`src/rtl/audio_pkg.sv`:
```
// Shared types and constants for the WM8978 I2S DAC transmit path.
// Optional build macro: AUD_MONO_DUP_EN (left sample duplicated into the right slot).
package audio_pkg;

  localparam int unsigned SAMPLE_W    = 16;
  localparam int unsigned FRAME_W     = 32;
  localparam int unsigned FIFO_RD_LAT = 1;
  localparam int unsigned BITCNT_W    = $clog2(32 + 1);

  // One stereo frame as stored in the receive cache: left in the upper half.
  typedef struct packed {
    logic [SAMPLE_W-1:0] left;
    logic [SAMPLE_W-1:0] right;
  } frame_t;

  // Sample that feeds the right-channel slot.
  function automatic logic [SAMPLE_W-1:0] right_sample(input frame_t f);
`ifdef AUD_MONO_DUP_EN
    return f.left;
`else
    return f.right;
`endif
  endfunction

endpackage

```
`src/rtl/aud_lrc_edge_det.sv`:
```
// LRC edge detector, slave to the codec's LRC.
// Ports:
//   aud_bclk_i      bit clock, rising edge
//   rst_i           synchronous active-high reset
//   aud_lrc_i       codec LRC (0 = left, 1 = right)
//   left_start_c_o  combinational pulse: falling LRC edge seen this cycle
//   right_start_c_o combinational pulse: rising LRC edge seen this cycle
module aud_lrc_edge_det (
  input  logic aud_bclk_i,
  input  logic rst_i,
  input  logic aud_lrc_i,
  output logic left_start_c_o,
  output logic right_start_c_o
);

  logic lrc_d0_q;
  logic primed_q;
  logic edge_c;

  // primed masks the first cycle after reset, where lrc_d0 still holds its reset value.
  always_ff @(posedge aud_bclk_i) begin
    if (rst_i) begin
      lrc_d0_q <= 1'b0;
      primed_q <= 1'b0;
    end else begin
      lrc_d0_q <= aud_lrc_i;
      primed_q <= 1'b1;
    end
  end

  assign edge_c          = primed_q && (aud_lrc_i != lrc_d0_q);
  assign left_start_c_o  = edge_c && !aud_lrc_i;
  assign right_start_c_o = edge_c && aud_lrc_i;

endmodule

```
`src/rtl/audio_dac_i2s_tx.sv`:
```
// I2S transmitter toward the WM8978 DAC, in the codec bit-clock domain.
// Requests one stereo frame per LRC period from the receive cache on the
// right-channel edge and serialises it MSB-first, one BCLK after each LRC edge.
// Optional build macro: AUD_MONO_DUP_EN (right slot carries the left sample).
// Ports:
//   aud_bclk     bit clock, all logic on its rising edge
//   rst          synchronous active-high reset
//   aud_lrc      codec LRC (0 = left, 1 = right)
//   dac_data     cache read data, [31:16] left, [15:0] right
//   aud_dac_req  one-cycle cache read request
//   aud_dacdat   serial DAC data
//   frame_done   one-cycle pulse when a new frame starts transmitting
module audio_dac_i2s_tx
  import audio_pkg::*;
#(
  parameter int unsigned WL = 32
) (
  input  logic                aud_bclk,
  input  logic                rst,
  input  logic                aud_lrc,
  input  logic [FRAME_W-1:0]  dac_data,
  output logic                aud_dac_req,
  output logic                aud_dacdat,
  output logic                frame_done
);

  localparam logic [BITCNT_W-1:0] WL_CNT = BITCNT_W'(WL);

  logic left_start;
  logic right_start;

  frame_t                  next_frame_q, next_frame_d;
  frame_t                  cur_frame_q,  cur_frame_d;
  logic [FRAME_W-1:0]      shift_q,      shift_d;
  logic [BITCNT_W-1:0]     bit_cnt_q,    bit_cnt_d;
  logic [FIFO_RD_LAT-1:0]  cap_pipe_q,   cap_pipe_d;
  logic                    req_q,  req_d;
  logic                    dat_q,  dat_d;
  logic                    done_q, done_d;
  logic [SAMPLE_W-1:0]     slot_sample;

  aud_lrc_edge_det u_edge_det (
    .aud_bclk_i      (aud_bclk),
    .rst_i           (rst),
    .aud_lrc_i       (aud_lrc),
    .left_start_c_o  (left_start),
    .right_start_c_o (right_start)
  );

  // Next-state logic: slot loading, bit shifting and frame capture.
  always_comb begin
    next_frame_d = next_frame_q;
    cur_frame_d  = cur_frame_q;
    shift_d      = shift_q;
    bit_cnt_d    = bit_cnt_q;
    dat_d        = 1'b0;
    req_d        = right_start;
    done_d       = left_start;
    slot_sample  = left_start ? next_frame_q.left : right_sample(cur_frame_q);

    // Request delay line lines the capture up with the cache read latency.
    cap_pipe_d[0] = req_q;
    for (int unsigned i = 1; i < FIFO_RD_LAT; i++) begin
      cap_pipe_d[i] = cap_pipe_q[i-1];
    end
    if (cap_pipe_q[FIFO_RD_LAT-1]) begin
      next_frame_d = dac_data;
    end

    if (left_start) begin
      cur_frame_d = next_frame_q;
    end

    // MSB goes out straight from the edge; the shifter holds the rest of the slot.
    if (left_start || right_start) begin
      dat_d     = slot_sample[SAMPLE_W-1];
      shift_d   = {slot_sample, SAMPLE_W'(0)} << 1;
      bit_cnt_d = BITCNT_W'(1);
    end else if (bit_cnt_q < WL_CNT) begin
      dat_d     = shift_q[FRAME_W-1];
      shift_d   = shift_q << 1;
      bit_cnt_d = bit_cnt_q + BITCNT_W'(1);
    end
  end

  // State register.
  always_ff @(posedge aud_bclk) begin
    if (rst) begin
      next_frame_q <= '0;
      cur_frame_q  <= '0;
      shift_q      <= '0;
      bit_cnt_q    <= '0;
      cap_pipe_q   <= '0;
      req_q        <= 1'b0;
      dat_q        <= 1'b0;
      done_q       <= 1'b0;
    end else begin
      next_frame_q <= next_frame_d;
      cur_frame_q  <= cur_frame_d;
      shift_q      <= shift_d;
      bit_cnt_q    <= bit_cnt_d;
      cap_pipe_q   <= cap_pipe_d;
      req_q        <= req_d;
      dat_q        <= dat_d;
      done_q       <= done_d;
    end
  end

  assign aud_dac_req = req_q;
  assign aud_dacdat  = dat_q;
  assign frame_done  = done_q;

endmodule
```
`config.mk`:
```
export PLATFORM = sky130hd
export DESIGN_NAME = audio_dac_i2s_tx
export DESIGN_NICKNAME = d
export VERILOG_FILES = /design/src/rtl/audio_pkg.sv /design/src/rtl/aud_lrc_edge_det.sv /design/src/rtl/audio_dac_i2s_tx.sv
export SDC_FILE = /design/constraint.sdc
export NUM_CORES = 1
export LEC_CHECK = 0
export BUFFER_PORTS_ARGS = -buffer_cell sky130_fd_sc_hd__buf_2
export CORE_MARGIN = 4
export CORE_UTILIZATION = 51
export DETAILED_ROUTE_END_ITERATION = 7
export PLACE_DENSITY = 0.76
export SYNTH_ARGS = -nofsm -noshare
export SYNTH_HDL_FRONTEND = slang
export SYNTH_SLANG_ARGS = --single-unit
```
`constraint.sdc`:
```
create_clock -name aud_bclk -period 1.31 [get_ports aud_bclk]
set_input_delay 0.1965 -clock aud_bclk [delete_from_list [all_inputs] [get_ports aud_bclk]]
set_output_delay 0.1965 -clock aud_bclk [all_outputs]
set_load 0.05 [all_outputs]
```
After elaboration in Yosys (flattened, before gate mapping)
Index checks and enable logic that the tools add are counted.

word-level totals
  flip-flop bits (word level) = 75
  output and inout bits = 3
  word-level logic and storage cells = 30

operators by class
  $add $sub $neg = 1
  $lt $le $gt $ge = 1
  eq/ne operators = 1
  mux-type cells = 8
  reductions and logical operators = 7

operators with widths
  operator             count
  $mux 32              2
  $mux 16              1
  $add 6x1->6 const B  1
  $lt 6x6->1 const B   1
  $mux 1               5
  $logic_and 1x1->1    3
  $reduce_bool 2->1    1
  $reduce_or 2->1      1
  $logic_not 1->1      1
  $logic_or 1x1->1     1
  $ne 1x1->1           1

Longest topological paths before layout
Gate-level depths: netlist of run 1.

  depth in word-level cells = 5
  mapped depth = 6

Hierarchy
A second synthesis of run 1 with hierarchy kept.

second synthesis, totals
  cell total of the unflattened synthesis = 317
  area total of the unflattened synthesis = 2977.9 um^2

by module, submodules not included
  module            times used  cells each  area each (um^2)
  audio_dac_i2s_tx  1           311         2910.3
  aud_lrc_edge_det  1           6           67.6

Least setup slack after synthesis of run 1
No wires, ideal clock.

  path kind = register -> register
  start point = register u_edge_det.lrc_d0_q
  end point = register cur_frame_q[7] (netlist bit)
  library setup time = 0.132 ns
  arrival time = 1.177 ns
  required time = 1.178 ns
  setup slack = 0.001 ns
  cell stages (with the launch flop) = 7
  buffers on the path = 3
  period minus slack after synthesis = 1.309 ns
  path through = dfxtp_1 buf_2 buf_2 nand3b_2 buf_4 nand2_1 a21oi_1

between the ends
  word-level cells in the longest chain between the ends = 3

RTL lines
  item                    line                    source
  from (decl)             aud_lrc_edge_det.sv:16  logic lrc_d0_q;
  from (signal assigned)  aud_lrc_edge_det.sv:26  lrc_d0_q <= aud_lrc_i;
  $ne 1x1->1              aud_lrc_edge_det.sv:31  assign edge_c = primed_q && (aud_lrc_i != lrc_d0_q);
  $logic_and 1x1->1       aud_lrc_edge_det.sv:31
  $logic_and 1x1->1       aud_lrc_edge_det.sv:32  assign left_start_c_o = edge_c && !aud_lrc_i;
  to (signal assigned)    audio_dac_i2s_tx.sv:99  cur_frame_q <= cur_frame_d;
  to (decl)               audio_dac_i2s_tx.sv:33  frame_t cur_frame_q, cur_frame_d;

No other way between the ends.
A chain may end at the register's enable or synchronous reset.

Worst setup path in the final report of run 1
  start point = register u_edge_det.lrc_d0_q
  end point = register shift_q[19]

between the ends
  word-level cells in the longest chain between the ends = 5

RTL lines
  item                                                 line                                            source
  $ne 1x1->1 *                                         aud_lrc_edge_det.sv:31
  $logic_and 1x1->1 *                                  aud_lrc_edge_det.sv:31
  $logic_and 1x1->1, on equally long branches          aud_lrc_edge_det.sv:32, aud_lrc_edge_det.sv:33
  $mux 16 / $logic_or 1x1->1 (equally long branches)   audio_dac_i2s_tx.sv:59, audio_dac_i2s_tx.sv:75
  $mux 32 / $reduce_bool 2->1 (equally long branches)  -
  to (signal assigned)                                 audio_dac_i2s_tx.sv:100                         shift_q <= shift_d;
  to (decl)                                            audio_dac_i2s_tx.sv:34                          logic [FRAME_W-1:0] shift_q, shift_d;

Every way passes the cells marked *; elsewhere a longest branch is shown, timed or not.

==> results of run 1 <==
==> layer usage <==
metal	GRT usage	part of all wire	vias to the layer above
li1	-	-	1318
met1	0.244	0.46	1188
met2	0.291	0.45	91
met3	0.0428	0.078	12
met4	0.0783	0.013	0
met5	0	0	-
==> Yosys cell counts (2+ instances only) <==
| master | count | area, sq um |
|---|---|---|
| sky130_fd_sc_hd__a211oi_1 | 6 | 45.0 |
| sky130_fd_sc_hd__a21oi_1 | 18 | 90.1 |
| sky130_fd_sc_hd__a221oi_2 | 6 | 90.1 |
| sky130_fd_sc_hd__a22oi_1 | 6 | 45.0 |
| sky130_fd_sc_hd__a2bb2oi_1 | 6 | 52.6 |
| sky130_fd_sc_hd__a311oi_1 | 6 | 52.6 |
| sky130_fd_sc_hd__a31oi_1 | 2 | 12.5 |
| sky130_fd_sc_hd__and2_1 | 6 | 37.5 |
| sky130_fd_sc_hd__and3_1 | 2 | 12.5 |
| sky130_fd_sc_hd__and3b_1 | 16 | 140 |
| sky130_fd_sc_hd__buf_1 | 2 | 7.51 |
| sky130_fd_sc_hd__buf_2 | 9 | 45.0 |
| sky130_fd_sc_hd__buf_4 | 3 | 22.5 |
| sky130_fd_sc_hd__buf_6 | 2 | 22.5 |
| sky130_fd_sc_hd__clkbuf_1 | 11 | 41.3 |
| sky130_fd_sc_hd__dfxtp_1 | 75 | 1500 |
| sky130_fd_sc_hd__inv_1 | 9 | 33.8 |
| sky130_fd_sc_hd__mux2i_1 | 33 | 330 |
| sky130_fd_sc_hd__nand2_1 | 33 | 124 |
| sky130_fd_sc_hd__nand4b_1 | 2 | 17.5 |
| sky130_fd_sc_hd__nor2_1 | 39 | 146 |
| sky130_fd_sc_hd__nor2b_1 | 4 | 25.0 |
| sky130_fd_sc_hd__nor3_1 | 5 | 25.0 |
| sky130_fd_sc_hd__o211ai_1 | 2 | 15.0 |
| sky130_fd_sc_hd__o21a_1 | 8 | 60.1 |
| sky130_fd_sc_hd__o21ai_0 | 6 | 30.0 |
| sky130_fd_sc_hd__o21ai_1 | 9 | 45.0 |
| sky130_fd_sc_hd__xnor2_1 | 2 | 17.5 |
| sky130_fd_sc_hd__xor2_1 | 2 | 17.5 |
==> layout by cell type (no fill, tap or decap), types with 4 or more instances in the layout <==
cell type / count
sky130_fd_sc_hd__a211oi_1: 6
sky130_fd_sc_hd__a21oi_1: 18
sky130_fd_sc_hd__a221oi_2: 6
sky130_fd_sc_hd__a22oi_1: 6
sky130_fd_sc_hd__a2bb2oi_1: 6
sky130_fd_sc_hd__a311oi_1: 5
sky130_fd_sc_hd__and2_1: 6
sky130_fd_sc_hd__and3b_1: 15
sky130_fd_sc_hd__buf_12: 4
sky130_fd_sc_hd__buf_2: 37
sky130_fd_sc_hd__buf_4: 19
sky130_fd_sc_hd__clkbuf_8: 9
sky130_fd_sc_hd__dfxtp_1: 72
sky130_fd_sc_hd__inv_1: 9
sky130_fd_sc_hd__mux2i_1: 33
sky130_fd_sc_hd__nand2_1: 33
sky130_fd_sc_hd__nor2_1: 39
sky130_fd_sc_hd__nor2b_1: 4
sky130_fd_sc_hd__nor3_1: 5
sky130_fd_sc_hd__o21a_1: 8
sky130_fd_sc_hd__o21ai_0: 5
sky130_fd_sc_hd__o21ai_1: 10
==> metrics by stage <==
| step | utilization | setup WS [ns] | setup TNS, ns |
|---|---|---|---|
| floorplan | - | 0.000974 | 0 |
| global placement | 0.598 | -0.0116 | -0.0435 |
| detailed placement | 0.598 | -0.0853 | -0.735 |
| CTS | 0.632 | 0.0143 | 0 |
| global route | 0.647 | -0.0582 | -0.210 |
| finish | 0.647 | 0.0548 | 0 |
==> worst max-delay path: cells and delay by family, from the launching register on <==
kind | cells | cell delay [ns]
buffers and inverters | 1 | 0.15
AO/OA/AOI/OAI | 2 | 0.38
XOR/XNOR | 1 | 0.22
flip-flops | 1 | 0.41
==> power by group through the flow <==
stage / Sequential, uW / Combinational [uW] / Clock, uW
2_1_floorplan: 2380 / 201 / 0
3_3_place_gp: 2390 / 322 / 0
3_5_place_dp: 2390 / 329 / 0
4_1_cts: 2340 / 336 / 1770
5_1_grt: 2340 / 394 / 1870
6_report: 2340 / 363 / 1740
==> flip-flops by register name, summed over array words and instances (netlist names) <==
| signal | flops |
|---|---|
| u_edge_det.lrc_d0_q | 1 |
| u_edge_det.primed_q | 1 |
| aud_dac_req | 1 |
| frame_done | 1 |
| aud_dacdat | 1 |
| bit_cnt_q | 6 |
| cur_frame_q | 16 |
| shift_q | 15 |
| cap_pipe_q | 1 |
| next_frame_q | 32 |
==> area by class of cell <==
class / instances / area [sq um] / share of cell area
clock buffer: 10 / 128 / 0.0324
multi-input combinational: 236 / 1650 / 0.420
clock inverter: 6 / 65.1 / 0.0165
tap: 75 / 93.8 / 0.0238
inverter: 9 / 33.8 / 0.00857
timing repair buffer: 63 / 459 / 0.117
sequential: 75 / 1510 / 0.383
==> worst max path at each step <==
| stage | start | endpoint | cells past startpoint |
|---|---|---|---|
| finish | u_edge_det.lrc_d0_q$_SDFF_PP0_ | shift_q[19]$_SDFFE_PP0P_ | 4 |
| global route | u_edge_det.lrc_d0_q$_SDFF_PP0_ | shift_q[28]$_SDFFE_PP0P_ | 5 |
| CTS | u_edge_det.lrc_d0_q$_SDFF_PP0_ | shift_q[27]$_SDFFE_PP0P_ | 4 |
| detailed placement | u_edge_det.lrc_d0_q$_SDFF_PP0_ | shift_q[21]$_SDFFE_PP0P_ | 4 |
| global placement | u_edge_det.lrc_d0_q$_SDFF_PP0_ | shift_q[27]$_SDFFE_PP0P_ | 4 |
| floorplan | u_edge_det.lrc_d0_q$_SDFF_PP0_ | cur_frame_q[7]$_SDFFE_PP0N_ | 6 |
==> cell families after synthesis <==
family	synth area share
xor gates and xnor gates	0.0240
AOI/OAI and AO/OA	0.182
adders and majority gates	0.00381
DFF	0.457
and+or+nand+nor	0.172
muxes	0.107
buffers and inverters	0.0541
==> timing repair <==
item                       in CTS  in global routing
setup endpoints to repair      14                 14
gates cloned                    0                  2
gates resized for setup         4                  8
buffers inserted                0                  2
pin swaps                       0                  1
==> Flow_metrics.wiki, run 1 <==
{| class="wikitable"
! Metric !! Value
|-
| Post-CTS clock slew at the launch and capture registers of the worst setup and hold paths || around 0.080 ns
|-
| Int Power || roughly 3400 uW
|-
| Switching part of the total || 0.241
|-
| Largest net degree at the start of global routing || 33
|-
| Clock insertion delay at the later pin of the skew report || 0.35 ns
|-
| Vias || between 2000 and 3000
|-
| Transition time of the tightest slew-check pin || roughly 0.31 ns
|-
| Relative contribution of sequential cells to total power || 0.527
|-
| Total cell area at the placement stage || ~3600 sq um
|-
| Final Wtd Congestion || around 0.89
|-
| Final setup violation count || 0
|-
| Initial core utilization || 0.539
|-
| H-tree level count || 3
|-
| Areal power density over the cells || 1130 nW/um^2
|-
| Status || finished, final reports clean
|-
| Port Buffer Count || 37
|-
| Top Ports || 38
|-
| Wire length of the first global-routing pass || roughly 11000 microns
|-
| Maximum single-stage delay on the critical path || just over 0.4 ns
|-
| WP data arrival || approximately 1.5 ns
|-
| Worst slew margin relative to its limit || 0.791
|-
| Highest-delay cell along the critical path || sky130_fd_sc_hd__dfxtp_4
|-
| Asr flop ratio synth || 0
|-
| Post-route insts no fill || 474
|-
| Kind of end point of the critical path || register
|-
| Vias per cell || ~5.5
|-
| Synthesized flop and latch total || 75
|-
| RSZ-0062 raised after global routing || yes
|-
| Number of antenna diodes || 0
|-
| Clock tree root buffer cell || sky130_fd_sc_hd__clkbuf_8
|-
| Sw Pwr || between 1000 and 1500 uW
|-
| DRC violation count after routing || 0
|-
| Critical path launch point type || register
|-
| FMAX || between 700 and 800 MHz
|-
| Post-route ant nets || 0
|-
| Most used DFF post-synth || sky130_fd_sc_hd__dfxtp_1
|-
| Reg-to-reg critical path endpoint || shift_q[19]$_SDFFE_PP0P_
|-
| R2R Path Start || u_edge_det.lrc_d0_q$_SDFF_PP0_
|-
| Maximum buffer depth of the clock tree || 2
|-
| Estimated wirelength of the detail-placed design || 4850 microns
|-
| Number of nets in the finished design || between 400 and 500
|-
| Floorplan die width || 88.3 microns
|-
| Yosys Warn Count || 0
|-
| Total Routing Usage GR || 0.185
|-
| Sinks on Clock Net || 75
|-
| Core Area || just over 6000 sq um
|-
| Layout cell share with drive strength beyond 1 || 0.246
|-
| Number of buffers created by CTS || 9
|-
| Part of the total power dissipated in combinational logic || 0.082
|-
| Number of fill cells || just over 500
|-
| Count of distinct cell types in the synthesized netlist || between 40 and 50
|-
| Required time worst endpoint || 1.57 ns
|-
| First-pass iteration count of the detailed router || 4
|-
| Vias in the first global route || ~2400
|-
| Number of stages on the worst hold path || 3
|-
| Total placed cells including tap cells || around 450
|-
| Type of the tightest min-delay check || input pin to register
|-
| Sequential cell area fraction in the yosys report || 0.457
|-
| Number of synthesized flops with an enable pin || 0
|-
| Highest net fanout along the worst path || 7
|-
| Reported max-cap violation count || 0
|-
| Routed Wire Length || 6970 microns
|-
| FF-to-FF setup slack || ~0.055 ns
|-
| Critical setup path kind || register to register
|-
| Pleak || 0.00147 uW
|-
| Destination of the worst hold path || next_frame_q[15]$_SDFFE_PP0P_
|-
| Relative area change from synthesis to final layout || 20.0%
|-
| Cts hold-fix bufs || 0
|-
| Net count of the mapped netlist || roughly 380
|-
| Drt initial violations || between 200 and 300
|-
| Global route overflow || 0
|-
| Clock tree from TritonCTS || yes
|-
| Die Span Y || 88.3 microns
|-
| Final design area excluding fillers || a little under 4000 sq um
|-
| Worst-case clock skew || around 0.0084 ns
|-
| Mean routed wirelength per cell || about 15 microns
|-
| DIE AREA || ~7800 sq um
|-
| Series of cell instances along the critical path || buf_4 > xor2_2 > a211oi_1 > a311oi_1
|-
| Proportion of power drawn by the clock network || 0.391
|-
| Cells after Synth || ~350
|-
| Worst hold start || dac_data[15]
|-
| Hold Slack || just over 0.07 ns
|-
| Max-slew violation count || 0
|-
| Clock period minus final worst setup slack || roughly 1.3 ns
|-
| Final period utilization || 0.958
|-
| Mapped cell area || 3280 sq um
|-
| Number of antenna violations at the first check in global routing || 0
|-
| Avg Inst Size Synth || 9.47 sq um
|-
| Peak ir drop on the vdd network || 622 uV
|-
| Final-report hold violation count || 0
|-
| Reg2Reg Depth || 4
|-
| Total Power Consumption || 4430 uW
|-
| # rows || 28
|}
(Power assumes the default switching activity.)
==> inputs of run 2 (changes only) <==
- ABC_AREA: default -> 1
==> run 2 against run 1 <==
  * Non-clock buffer count decreased by 6
  * Maximum frequency increased by 4.6%
  * Largest cell class is now registers
  * Via count is 5.1% higher
  * Die area shrank 4.0%
  * First-iteration DRC count down 11%
  * Highest routed layer unchanged
  * Setup slack better by 0.055 ns
  * Combinational power fell by 15%
  * Global-route usage rose by 1.6 points
  * Final area is 6.8% lower
  * Critical path depth up 4
  * Flip-flop and latch count is the same
==> Flow_metrics.wiki, run 2 <==
{| class="wikitable"
! Metric !! Value
|-
| FMAX || ~830 MHz
|-
| Vias in the first global route || between 2000 and 3000
|-
| Pleak || 0.00170 uW
|-
| Post-route ant nets || 0
|-
| Final worst-path setup slack || approximately 0.11 ns
|-
| Vias || around 2700
|-
| Required time worst endpoint || roughly 1.6 ns
|-
| Mean routed wirelength per cell || 12.2 microns
|-
| Cell with the most instances after synthesis || sky130_fd_sc_hd__nand2_1
|-
| Total Power Consumption || between 4000 and 5000 uW
|-
| RSZ-0062 raised after global routing || no
|-
| Relative area change from synthesis to final layout || 17.1%
|-
| Clock tree root buffer cell || sky130_fd_sc_hd__clkbuf_8
|-
| Top post-synthesis cells by area || sky130_fd_sc_hd__dfxtp_1 48%, sky130_fd_sc_hd__nand2_1 11%, sky130_fd_sc_hd__nor2_1 9.9%, sky130_fd_sc_hd__o21ai_0 5.7%, sky130_fd_sc_hd__inv_1 4.2%
|-
| Total Routing Usage GR || 0.201
|-
| Peak ir drop on the vdd network || a little under 900 uV
|-
| Post-route insts no fill || about 550
|-
| Port Buffer Count || 37
|-
| DIE AREA || roughly 7500 sq um
|-
| Met3 demand-to-capacity share in global routing || 0.0599
|-
| Status || finished, final reports clean
|-
| Die Span Y || a little under 90 microns
|-
| Vias per cell || around 5
|-
| Asr flop ratio synth || 0
|-
| Synth top cells by count || 90 x sky130_fd_sc_hd__nand2_1, 83 x sky130_fd_sc_hd__nor2_1, 75 x sky130_fd_sc_hd__dfxtp_1
|-
| Maximum buffer depth of the clock tree || 2
|-
| Worst setup timing slack at the placement stage || ~0.025 ns
|-
| Floorplan die width || between 80 and 90 microns
|-
| Core Area || 5960 sq um
|-
| Mapped cell area || 3140 sq um
|-
| Count of distinct cell types in the synthesized netlist || 28
|-
| Commonest non-fill, non-tap cell in the layout || sky130_fd_sc_hd__nand2_1
|-
| Yosys top cell area share || 0.478
|-
| Worst slew margin relative to its limit || 0.790
|-
| # rows || 28
|-
| Number of buffers created by CTS || 9
|-
| Reported max-cap violation count || 0
|-
| Final setup violation count || 0
|-
| Wire length of the first global-routing pass || approximately 12000 microns
|-
| Number of nets in the finished design || 510
|-
| DRC violation count after routing || 0
|-
| Hold Slack || 0.0590 ns
|-
| Top Ports || 38
|-
| Kind of end point of the critical path || register
|-
| Critical setup path kind || register to register
|-
| Global route overflow || 0
|-
| Clock period minus final worst setup slack || about 1.2 ns
|-
| Synthesized flop and latch total || between 70 and 80
|-
| First-pass iteration count of the detailed router || 6
|-
| Type of the tightest min-delay check || input pin to register
|-
| Max-slew violation count || 0
|-
| Yosys Warn Count || 0
|-
| Final-report hold violation count || 0
|-
| Most frequent cells in the layout || 89 x sky130_fd_sc_hd__nand2_1, 82 x sky130_fd_sc_hd__nor2_1, 73 x sky130_fd_sc_hd__dfxtp_1
|-
| Met2 demand-to-capacity share in global routing || 0.332
|-
| Number of antenna violations at the first check in global routing || 0
|-
| Layout cell share with drive strength beyond 1 || 0.188
|-
| Drt initial violations || 227
|-
| Worst-case clock skew || 0.00785 ns
|-
| FF-to-FF setup slack || 0.11 ns
|-
| Layer with the highest usage || met2
|-
| Avg Inst Size Synth || ~7.3 sq um
|-
| Critical path launch point type || register
|-
| Clock insertion delay at the later pin of the skew report || ~0.35 ns
|-
| Highest net fanout along the worst path || 22
|-
| Sequential cell area fraction in the yosys report || 0.478
|-
| Number of synthesized flops with an enable pin || 0
|-
| Final period utilization || 0.916
|-
| Sinks on Clock Net || 75
|-
| Cells after Synth || approximately 430
|-
| Largest area contributor in the synthesized netlist || sky130_fd_sc_hd__dfxtp_1
|-
| Max reg flops || 32
|-
| Setup TNS || 0 ns
|-
| Net count of the mapped netlist || about 470
|-
| Largest net degree at the start of global routing || between 50 and 60
|-
| Number of antenna diodes || 0
|-
| Total placed cells including tap cells || ~540
|-
| Most used DFF post-synth || sky130_fd_sc_hd__dfxtp_1
|-
| Largest register by flop count || next_frame_q
|-
| Post-CTS clock slew at the launch and capture registers of the worst setup and hold paths || 0.08 ns
|-
| Clock tree from TritonCTS || yes
|-
| Final Wtd Congestion || around 0.86
|-
| Initial core utilization || 0.527
|-
| Met1 track utilization from global routing || 0.252
|-
| Cts hold-fix bufs || 0
|-
| H-tree level count || 3
|-
| Largest registers || next_frame_q: 32 flops, cur_frame_q: 16 flops, shift_q: 15 flops
|-
| Routed Wire Length || roughly 6800 microns
|-
| Transition time of the tightest slew-check pin || approximately 0.31 ns
|-
| Estimated wirelength of the detail-placed design || 4700 microns
|-
| Areal power density over the cells || between 1000 and 1500 nW/um^2
|-
| WP data arrival || approximately 1.5 ns
|}
## run 2: cell types whose count changed in the layout (fill, tap and decap cells not counted), sizes merged, moves of 7 or more
cell   previous run  this run
nor2             40        84
mux2i            33         0
and3b            16         0
o21ai            16        45
nand3             1        26
nand2            33        93
nand4             1         8
o21a              9         0
inv              10        38
## run 2: where the power goes
part / switching (uW) / internal (uW)
Combinational: 180 / 127
Sequential: 26.7 / 2320
Clock: 828 / 981
Total: 1030 / 3430
## run 2: cells by family (layout without fill, tap and decap cells)
| group | Yosys count | in the layout | share of synthesized area |
|---|---|---|---|
| buf+inv | 69 | 115 | 0.104 |
| flops | 75 | 75 | 0.478 |
| simple gates | 216 | 216 | 0.297 |
| xor+xnor | 1 | 1 | 0.00279 |
| compound gates | 71 | 71 | 0.114 |
| fa+ha+maj | 1 | 1 | 0.00399 |
## run 2: area by class of cell
type | instances | area (sq um)
multi-input cells | 289 | 1330
fillers | 549 | 2280
inverters | 42 | 163
well taps | 75 | 93.8
clock inverters | 4 | 48.8
repair buffers | 57 | 373
clock buffers | 12 | 155
flip-flops and latches | 75 | 1510
## run 2: repair_timing
| item | CTS | global route |
|---|---|---|
| gates resized for setup | 0 | 11 |
| buffers inserted | 0 | 0 |
| endpoints found under the setup margin | 0 | 21 |
## run 2: path summary, 6_finish.rpt
kind	from	depth (start not counted)	endpoint
max	u_edge_det.lrc_d0_q$_SDFF_PP0_	8	shift_q[25]$_SDFFE_PP0P_
min	dac_data[18]	3	next_frame_q[18]$_SDFFE_PP0P_
max reg2reg	u_edge_det.lrc_d0_q$_SDFF_PP0_	8	shift_q[25]$_SDFFE_PP0P_
min reg2reg	aud_dac_req$_SDFF_PP0_	2	cap_pipe_q$_SDFF_PP0_
## run 2: layer usage
metal  part of all wire  routed length, microns
met3              0.052                     349
met4              0.013                      85
met5                  0                       0
met1               0.45                    3040
met2               0.49                    3290
## run 2: critical path, stage by stage, from the launching register on
cell and delay, ns:
sky130_fd_sc_hd__dfxtp_4 0.37, sky130_fd_sc_hd__buf_4 0.16, sky130_fd_sc_hd__nor2_4 0.10, sky130_fd_sc_hd__nor2_4 0.05, sky130_fd_sc_hd__buf_12 0.15, sky130_fd_sc_hd__nand3_2 0.06
sky130_fd_sc_hd__clkinv_1 0.06, sky130_fd_sc_hd__nor2_1 0.11, sky130_fd_sc_hd__nor2_1 0.04
## run 2: per-stage QoR
step	util	area, sq um
final	0.617	3670
after floorplan	-	3140
after global placement	0.577	3440
after CTS	0.612	3640
after global routing	0.617	3670
after detailed placement	0.577	3440
==> inputs of run 3 (changes only) <==
- SYNTH_HIERARCHICAL: default -> 1
==> run 3 against run 2 <==
  * Setup slack got worse by 0.0035 ns
  * First-iteration DRC count fell by 52%
  * Wire length fell by 9.0%
  * Final area fell by 4.0%
  * Largest power group unchanged
==> Flow_metrics.wiki, run 3 <==
{| class="wikitable"
! Metric !! Value
|-
| Status || finished, final reports clean
|-
| Number of buffers created by CTS || 9
|-
| Net count of the mapped netlist || 466
|-
| Cell with the most instances after synthesis || sky130_fd_sc_hd__nor2_1
|-
| Type of the tightest min-delay check || input pin to register
|-
| DIE AREA || about 7300 sq um
|-
| Reg2Reg Depth || 8
|-
| Max-slew violation count || 0
|-
| Top Ports || 38
|-
| Core Area || around 5700 sq um
|-
| Clock period minus final worst setup slack || 1.20 ns
|-
| Top post-synthesis cells by area || sky130_fd_sc_hd__dfxtp_1 49%, sky130_fd_sc_hd__nor2_1 13%, sky130_fd_sc_hd__nand2_1 11%, sky130_fd_sc_hd__o21ai_0 6.5%, sky130_fd_sc_hd__inv_1 4.4%
|-
| Highest-delay cell along the critical path || sky130_fd_sc_hd__dfxtp_1
|-
| Post-CTS clock slew at the launch and capture registers of the worst setup and hold paths || 0.07 ns
|-
| Maximum buffer depth of the clock tree || 2
|-
| Sequential cell area fraction in the yosys report || 0.491
|-
| Asr flop ratio synth || 0
|-
| Final setup violation count || 0
|-
| Seq. cell area || around 1500 sq um
|-
| Clock insertion delay at the later pin of the skew report || between 0.3 and 0.4 ns
|-
| Number of antenna violations at the first check in global routing || 0
|-
| Yosys Warn Count || 6
|-
| Relative contribution of sequential cells to total power || 0.553
|-
| Final-report hold violation count || 0
|-
| Most used DFF post-synth || sky130_fd_sc_hd__dfxtp_1
|-
| Die Span Y || 85.5 microns
|-
| FMAX || a little over 800 MHz
|-
| Sw Pwr || around 950 uW
|-
| Commonest non-fill, non-tap cell in the layout || sky130_fd_sc_hd__nor2_1
|-
| FF-to-FF setup slack || roughly 0.11 ns
|-
| Vias || approximately 2600
|-
| Synthesized flop and latch total || 75
|-
| Reg-to-reg critical path endpoint || shift_q[26]$_SDFFE_PP0P_
|-
| CP Buf/Inv Count || 2
|-
| Critical path launch point type || register
|-
| Reported max-cap violation count || 0
|-
| Count of distinct cell types in the synthesized netlist || 26
|-
| Largest area contributor in the synthesized netlist || sky130_fd_sc_hd__dfxtp_1
|-
| Worst-case clock skew || 0.00670 ns
|-
| Post-route insts no fill || roughly 540
|-
| Number of nets in the finished design || around 500
|-
| Peak ir drop on the vdd network || 1020 uV
|-
| Proportion of power drawn by the clock network || 0.383
|-
| Largest net degree at the start of global routing || 28
|-
| Required time worst endpoint || ~1.5 ns
|-
| Switching part of the total || 0.224
|-
| Drt initial violations || between 100 and 150
|-
| Yosys top cell area share || 0.491
|-
| Highest net fanout along the worst path || 12
|-
| Largest registers || next_frame_q: 32 flops, cur_frame_q: 16 flops, shift_q: 15 flops
|-
| Synth top cells by count || 106 x sky130_fd_sc_hd__nor2_1, 93 x sky130_fd_sc_hd__nand2_1, 75 x sky130_fd_sc_hd__dfxtp_1
|-
| Global route overflow || 0
|-
| Clock tree root buffer cell || sky130_fd_sc_hd__clkbuf_8
|-
| Total Routing Usage GR || 0.175
|-
| Port Buffer Count || 37
|-
| Final period utilization || 0.919
|-
| Routed Wire Length || slightly above 6000 microns
|-
| Worst slew margin relative to its limit || 0.716
|-
| Areal power density over the cells || roughly 1200 nW/um^2
|-
| WP data arrival || approximately 1.4 ns
|-
| Layout cell share with drive strength beyond 1 || 0.172
|-
| Critical setup path kind || register to register
|-
| Vias in the first global route || between 2000 and 2500
|-
| Number of synthesized flops with an enable pin || 0
|-
| Wire length of the first global-routing pass || between 10000 and 15000 microns
|-
| Post-route ant nets || 0
|-
| Max reg flops || 32
|-
| Number of fill cells || ~530
|-
| Setup TNS || 0 ns
|-
| Series of cell instances along the critical path || nand3_2 > inv_4 > buf_4 > nor2_1 > nand2_1 > nand2_1 > nor2_1 > nor2_1
|-
| Multi-input logic area || around 1300 sq um
|-
| First-pass iteration count of the detailed router || 4
|-
| Estimated wirelength of the detail-placed design || 4200 microns
|-
| Most frequent cells in the layout || 106 x sky130_fd_sc_hd__nor2_1, 92 x sky130_fd_sc_hd__nand2_1, 74 x sky130_fd_sc_hd__dfxtp_1
|-
| Transition time of the tightest slew-check pin || 0.426 ns
|-
| Vias per cell || between 4 and 5
|-
| Largest register by flop count || next_frame_q
|-
| Final Wtd Congestion || between 0.8 and 0.9
|-
| R2R Path Start || u_edge_det/primed_q$_DFF_P_
|-
| Mean routed wirelength per cell || around 11 microns
|-
| Avg Inst Size Synth || between 7 and 8 sq um
|-
| Int Power || 3300 uW
|-
| # rows || 27
|-
| Gate family responsible for the most delay along the worst path || simple AND/OR/NAND/NOR gates
|-
| Kind of end point of the critical path || register
|-
| Maximum single-stage delay on the critical path || between 0.3 and 0.4 ns
|-
| Sinks on Clock Net || 75
|-
| Clock tree from TritonCTS || yes
|-
| Number of stages on the worst hold path || 3
|-
| Worst hold start || dac_data[26]
|-
| Floorplan die width || between 80 and 90 microns
|-
| Most common cell on crit path || sky130_fd_sc_hd__nor2_1
|-
| DRC violation count after routing || 0
|-
| Mapped cell area || 3060 sq um
|-
| Total Power Consumption || 4260 uW
|-
| Part of the total power dissipated in combinational logic || 0.064
|-
| Pleak || between 0.0015 and 0.002 uW
|-
| Relative area change from synthesis to final layout || 15.3%
|-
| Initial core utilization || 0.539
|-
| Cells after Synth || 430
|-
| Destination of the worst hold path || next_frame_q[26]$_SDFFE_PP0P_
|-
| Number of antenna diodes || 0
|-
| Total placed cells including tap cells || ~530
|-
| H-tree level count || 3
|}
==> run 3: cell count changes in the layout (fill, tap and decap cells not counted), moves of 4 or more <==
cell | previous run | this run
sky130_fd_sc_hd__buf_4 | 17 | 9
sky130_fd_sc_hd__clkinv_1 | 4 | 0
sky130_fd_sc_hd__nand3_1 | 20 | 1
sky130_fd_sc_hd__nand4_1 | 8 | 3
sky130_fd_sc_hd__nor2_1 | 82 | 106
sky130_fd_sc_hd__o21ai_1 | 9 | 18
==> run 3: cells by family after synthesis <==
group                      after synthesis  share of synthesized area
adders and majority gates                1                    0.00409
AOI/OAI and AO/OA                       75                      0.123
xor gates and xnor gates                 1                    0.00286
and+or+nand+nor                        215                      0.284
DFF                                     75                      0.491
buffers and inverters                   63                     0.0953
==> run 3: worst max-delay path by stage <==
stage	cells past startpoint	to	slack [ns]	startpoint
after floorplan	9	shift_q[18]$_SDFFE_PP0P_	0.07	u_edge_det/lrc_d0_q$_SDFF_PP0_
after global placement	9	shift_q[25]$_SDFFE_PP0P_	0.1	aud_lrc
after detailed placement	7	cur_frame_q[0]$_SDFFE_PP0P_	0.04	aud_lrc
after CTS	7	shift_q[26]$_SDFFE_PP0P_	0.03	u_edge_det/lrc_d0_q$_SDFF_PP0_
after global routing	8	shift_q[17]$_SDFFE_PP0P_	-0.03	u_edge_det/primed_q$_DFF_P_
final	8	shift_q[26]$_SDFFE_PP0P_	0.11	u_edge_det/primed_q$_DFF_P_
==> run 3: power groups by stage <==
| stage | Clock (uW) | Sequential [uW] | Combinational, uW |
|---|---|---|---|
| floorplan | 0 | 2400 | 164 |
| global placement | 0 | 2400 | 255 |
| detailed placement | 0 | 2400 | 260 |
| CTS | 1670 | 2350 | 262 |
| global route | 1760 | 2360 | 310 |
| finish | 1630 | 2350 | 273 |
==> run 3: metal layers <==
metal  GRT usage  part of all wire
met1       0.216              0.48
met4      0.0705             0.015
met2       0.290              0.47
met3      0.0437             0.036
met5           0                 0
==> run 3: worst min-delay path: stages <==
cell and delay (ns):
sky130_fd_sc_hd__buf_2 0.07, sky130_fd_sc_hd__nor2_1 0.03, sky130_fd_sc_hd__nor2_1 0.08
==> run 3: cell type report <==
| type | count | share of cell area |
|---|---|---|
| sequential | 75 | 0.426 |
| tap | 72 | 0.0255 |
| clock buffer | 12 | 0.0383 |
| clock inverter | 3 | 0.0113 |
| multi-input combinational | 293 | 0.367 |
| inverter | 39 | 0.0429 |
| timing repair buffer | 50 | 0.0894 |
==> run 3: through the flow <==
step / setup WS, ns / util / instance area, sq um / hold WS [ns]
after detailed placement: 0.0357 / 0.584 / 3310 / 0.415
final: 0.106 / 0.622 / 3530 / 0.0734
after floorplan: 0.0744 / - / 3060 / 0.253
after CTS: 0.0311 / 0.614 / 3490 / 0.0660
after global placement: 0.0953 / 0.584 / 3310 / 0.411
after global routing: -0.0277 / 0.622 / 3530 / 0.0738
==> run 3: what timing repair did <==
action                                  in CTS  in global routing
hold buffers                                 0                  0
endpoints found under the setup margin       0                 23
hold endpoints to repair                     0                  0
setup buffers                                0                  0
gates resized for setup                      0                 15
